**src/rtl/instruction_fetch_pkg.sv**
```systemverilog
// Shared constants and types for the RockWave fetch stage.
//   NOP_INST : canonical no-op (addi x0, x0, 0) emitted on reset and on fetch timeout
//   PC_STEP  : sequential PC increment in bytes
//   if_state_e : fetch FSM states
package instruction_fetch_pkg;

   localparam logic [31:0] NOP_INST = 32'h0000_0013;
   localparam int unsigned PC_STEP  = 4;

   typedef enum logic {
      IfIdle,
      IfReq
   } if_state_e;

endpackage

```
**src/rtl/instruction_fetch.sv**
```systemverilog
// Fetch stage: owns the PC, issues one instruction-memory read per phase_fetch strobe and
// registers the returned word with its PC and PC+4 for decode.
// Ports:
//   clk, rst                 clock, asynchronous active-high reset
//   phase_fetch              strobe starting a fetch (ignored while busy)
//   pc_update/jump_en/jump_addr  PC advance: jump target (word aligned) or PC+4
//   imem_req/imem_addr       read request and stable word-aligned address
//   imem_ack/imem_rdata      read response
//   inst/curr_pc_fd/next_pc_fd  registered fetch results for decode
//   fetch_done               one-cycle pulse when the decode outputs are updated
//   busy                     request outstanding
//   fetch_err/misalign_err   sticky timeout / misaligned-jump flags
module instruction_fetch
   import instruction_fetch_pkg::*;
#(
   parameter int unsigned     XLEN         = 32,
   parameter logic [XLEN-1:0] RESET_VECTOR = '0,
   parameter int unsigned     TIMEOUT      = 255
) (
   input  logic            clk,
   input  logic            rst,
   input  logic            phase_fetch,
   input  logic            pc_update,
   input  logic            jump_en,
   input  logic [XLEN-1:0] jump_addr,
   output logic            imem_req,
   output logic [XLEN-1:0] imem_addr,
   input  logic            imem_ack,
   input  logic [31:0]     imem_rdata,
   output logic [31:0]     inst,
   output logic [XLEN-1:0] curr_pc_fd,
   output logic [XLEN-1:0] next_pc_fd,
   output logic            fetch_done,
   output logic            busy,
   output logic            fetch_err,
   output logic            misalign_err
);

   localparam logic [XLEN-1:0] Step        = XLEN'(PC_STEP);
   // Counter holds the number of completed REQ cycles without ack; the last allowed one
   // is TIMEOUT-1, so the timeout fires on the TIMEOUT-th REQ cycle.
   localparam logic [7:0]      TimeoutLast = 8'(TIMEOUT - 1);

   if_state_e       state_q, state_d;
   logic [7:0]      cnt_q, cnt_d;
   logic [XLEN-1:0] pc_q, pc_d;
   logic [XLEN-1:0] addr_q, addr_d;
   logic [31:0]     inst_q, inst_d;
   logic [XLEN-1:0] curr_q, curr_d;
   logic [XLEN-1:0] next_q, next_d;
   logic            done_q, done_d;
   logic            ferr_q, ferr_d;
   logic            merr_q, merr_d;

   always_comb begin
      state_d = state_q;
      cnt_d   = cnt_q;
      addr_d  = addr_q;
      inst_d  = inst_q;
      curr_d  = curr_q;
      next_d  = next_q;
      done_d  = 1'b0;
      ferr_d  = ferr_q;
      pc_d    = pc_q;
      merr_d  = merr_q;

      unique case (state_q)
         IfIdle: begin
            if (phase_fetch) begin
               // Uses the pre-update PC even if pc_update arrives in the same cycle.
               addr_d  = pc_q;
               cnt_d   = '0;
               state_d = IfReq;
            end
         end
         IfReq: begin
            if (imem_ack) begin
               // Ack wins over a coincident timeout.
               inst_d  = imem_rdata;
               curr_d  = addr_q;
               next_d  = addr_q + Step;
               done_d  = 1'b1;
               state_d = IfIdle;
            end else if (cnt_q == TimeoutLast) begin
               inst_d  = NOP_INST;
               curr_d  = addr_q;
               next_d  = addr_q + Step;
               ferr_d  = 1'b1;
               done_d  = 1'b1;
               state_d = IfIdle;
            end else begin
               cnt_d = cnt_q + 8'd1;
            end
         end
         default: state_d = IfIdle;
      endcase

      // PC updates are independent of the FSM; an in-flight fetch keeps addr_q.
      if (pc_update) begin
         if (jump_en) begin
            pc_d = {jump_addr[XLEN-1:2], 2'b00};
            if (jump_addr[1:0] != 2'b00) merr_d = 1'b1;
         end else begin
            pc_d = pc_q + Step;
         end
      end
   end

   always_ff @(posedge clk or posedge rst) begin
      if (rst) begin
         state_q <= IfIdle;
         cnt_q   <= '0;
         pc_q    <= RESET_VECTOR;
         addr_q  <= RESET_VECTOR;
         inst_q  <= NOP_INST;
         curr_q  <= RESET_VECTOR;
         next_q  <= RESET_VECTOR + Step;
         done_q  <= 1'b0;
         ferr_q  <= 1'b0;
         merr_q  <= 1'b0;
      end else begin
         state_q <= state_d;
         cnt_q   <= cnt_d;
         pc_q    <= pc_d;
         addr_q  <= addr_d;
         inst_q  <= inst_d;
         curr_q  <= curr_d;
         next_q  <= next_d;
         done_q  <= done_d;
         ferr_q  <= ferr_d;
         merr_q  <= merr_d;
      end
   end

   assign busy         = (state_q == IfReq);
   assign imem_req     = busy;
   assign imem_addr    = addr_q;
   assign inst         = inst_q;
   assign curr_pc_fd   = curr_q;
   assign next_pc_fd   = next_q;
   assign fetch_done   = done_q;
   assign fetch_err    = ferr_q;
   assign misalign_err = merr_q;

endmodule

```
**config.mk**
```make
export PLATFORM = sky130hd
export DESIGN_NAME = instruction_fetch
export DESIGN_NICKNAME = d
export VERILOG_FILES = /design/src/rtl/instruction_fetch_pkg.sv /design/src/rtl/instruction_fetch.sv
export SDC_FILE = /design/constraint.sdc
export NUM_CORES = 1
export LEC_CHECK = 0
export CAP_MARGIN = 25
export CORE_MARGIN = 1
export CORE_UTILIZATION = 50
export CTS_CLUSTER_DIAMETER = 40
export DETAILED_ROUTE_END_ITERATION = 10
export PLACE_DENSITY = 0.78
export SLEW_MARGIN = 10
export SYNTH_ARGS = -nofsm -noshare
export SYNTH_HDL_FRONTEND = slang
export SYNTH_SLANG_ARGS = --single-unit
```
**constraint.sdc**
```tcl
create_clock -name clk -period 9 [get_ports clk]
set_clock_uncertainty 0.2 [all_clocks]
set_input_delay 0.9 -clock clk [delete_from_list [all_inputs] [get_ports clk]]
set_output_delay 0.9 -clock clk [all_outputs]
set_load 0.03 [all_outputs]
```
==> reports/qor.yml <==
status: "complete, no violations"
p_per_area_nw_per_um2: 279
hpwl_um: 13900
cp.required_ns: 9.09
drive_above_1_share_pct: 5.13
path_clk_slew_ns: 0.06
finalCriticalPeriod_ns: 2.98
maxSlewViolCount: 0
p_int_uw: 1770
design_area_sq_um: 10200
worstMarginPinSlew_ns: 0.928
dr.first_iter.drc_count: 529
path_max_fanout: 46
peakVddDrop_mv: 0.153
maxSlewHeadroom_pct: 38.1
via_per_inst: 5.56
clock_latency_ns: 0.42
hold_start: "fetch_err"
r2r-start: "pc_q[2]"
cts_root_buffer: "clkbuf_16"
dieWidth_um: 124
hold_ws_ns: 0.255
io_pins: 203
async_reset_ff_share_pct: 100
layoutNonFillerInstCount: 1178
yosys.cell_types.count: 48
crit_chain: "clkdlybuf4s50_1 > buf_4 > inv_1 > nand2_1 > nor4_1 > a211oi_1"
swShare_pct: 37.5
wirelength_um: 20000
clock_sinks: 164
synth_edf_count: 0
fin_setup_tns_ns: 0
port-buffer-count: 196
synth_top_cell_by_area: "dfrtp_1"
max-clock-path-buffers: 2
synth-compound-area-share_pct: 13.9
hold_buffers: 0
synth_seq_area_share_pct: 54.8
finalNetCount: 1056
ys_ff_latch: 164
firstDrtPassIters: 5
total_leakage_power_uw: 0.00446
cp-end-kind: "register"
fp.coreArea_sq_um: 14600
rsz0062_at_grt: "no"
synthXorXnorAreaFrac_pct: 3.50
grt.overflow.total: 0
min_path_type: "register to register"
synth_top_area_share_pct: 53.4
period_share_pct: 33.1
yosys_warnings: 0
slowest_stage: "inv_1"
ctsHtreeMaxLevel: 4
ys_top_cells_by_count: "225 x nand2_1, 160 x dfrtp_1, 71 x o21ai_0"
finalSetupViolCount: 0
drv_cap: 0
power_frac_seq_pct: 39.2
critPathMaxStageDelay_ns: 0.67
cts_tree: "done"
num_antenna_cells: 0
hold_viol: 0
die_area_sq_um: 15500
cp.buffers_inverters: 3
dr_total_vias: 6551
syn_area_per_cell_sq_um: 9.26
crit_path_start_kind: "primary input"
synth_cells: 810
area_growth_pct: 35.9
syn_area_sq_um: 7500
placementRows: 44
comb_power_share_pct: 35.4
ctsResizeCount: 0
synth_fa_ha_area_share_pct: 0.668
track_usage_pct: 26.8
die_h_um: 124
synth.top_cells.by_area: "dfrtp_1 53%, nand2_1 11%, o21ai_0 4.7%"
yosys.area_share.simple_pct: 22.1
gp_congestion: 0.842
post-route-util_pct: 69.8
grt_pass1_wl_um: 33100
remaining_drc_errors: 0
p_switching_uw: 1070
cp-startpoint: "jump_en"
synth_top_family_by_area: "simple AND/OR/NAND/NOR gates"
synthMuxAreaShare_pct: 0.935
max_freq_mhz: 336
critPathTopFamily: "buffers and inverters"
antenna_left: 0
dp_cells: 1145
critPathArrivalTime_ns: 3.07
dpl-instance-area_sq_um: 9570
path_class: "primary input to register"
grt_pass1_vias: 6162
pwr-share-clk_pct: 25.4
cts_buffers: 17
grt_max_degree: 115
start_util_pct: 51.4
synth.most_common_cell: "nand2_1"
synth_top_flop_cell: "dfrtp_1"
cts_setup_buffers: 0
antenna_found_initial: 0
wl_per_cell_um: 17.0
-- stage by stage --
step / worst slack (ns) / power, uW
finish: 6.02 / 2840
global placement: 5.17 / 2100
floorplan: 3.47 / 1650
global route: 5.86 / 2970
CTS: 6.04 / 2850
detailed placement: 5.61 / 2130
-- flip-flops by register name, indices dropped and copies added (netlist names) --
signal        flops
inst             32
pc_q             30
misalign_err      1
busy              1
cnt_q             8
fetch_err         1
next_pc_fd       30
fetch_done        1
imem_addr        30
curr_pc_fd       30
-- cell type report --
cell class | instances | area (sq um)
well taps | 184 | 230
clock inverters | 9 | 103
clock buffers | 22 | 484
inverters | 13 | 53.8
flip-flops and latches | 164 | 4110
repair buffers | 206 | 2090
fillers | 1162 | 4400
multi-input cells | 580 | 3120
-- per-layer routing --
layer	routed length, um	vias to the layer above	track usage, %
met5	0	-	0
met4	213	0	7.09
met3	1130	16	5.15
met2	9870	235	42.7
met1	8820	3160	37.7
li1	-	3140	-
-- final timing paths --
kind / end / slack, ns / cells past startpoint
min: fetch_err / 0.26 / 1
max reg2reg: pc_q[30] / 6.26 / 6
max: pc_q[18] / 6.02 / 6
min reg2reg: fetch_err / 0.26 / 1
min in group asynchronous: inst[23] / 0.82 / 2
max in group asynchronous: curr_pc_fd[21] / 6.33 / 3
-- cell usage in the layout (no fill, tap or decap), types with 5 or more instances in the layout --
master / n
nand3_1: 30
xor2_1: 19
nor4_1: 12
o22a_1: 5
a21oi_1: 26
nor3_1: 9
inv_1: 12
mux2i_1: 7
dfrtp_1: 160
a22oi_1: 5
or3_1: 7
buf_4: 5
nand4_1: 21
xnor2_1: 11
nand2_1: 225
clkbuf_16: 17
a22o_1: 32
nor2_1: 30
conb_1: 6
and3_1: 11
a211oi_1: 5
clkdlybuf4s50_1: 196
o21ai_0: 71
-- power by group through the flow --
stage / logic, uW / registers, uW / clock network, uW
3_3_place_gp: 985 / 1120 / 0
4_1_cts: 1010 / 1110 / 728
3_5_place_dp: 1010 / 1120 / 0
5_1_grt: 1070 / 1140 / 760
2_1_floorplan: 258 / 1390 / 0
6_report: 1000 / 1110 / 721
-- cell families (layout without fill, tap and decap cells) --
kind of cell / after synthesis / in the layout
simple gates: 368 / 368
compound gates: 165 / 165
flops: 164 / 164
other cells: 1 / 6
xor+xnor: 30 / 30
buf+inv: 71 / 250
mux: 7 / 7
fa+ha+maj: 4 / 4
No activity file was read; power rests on OpenSTA's default activity.
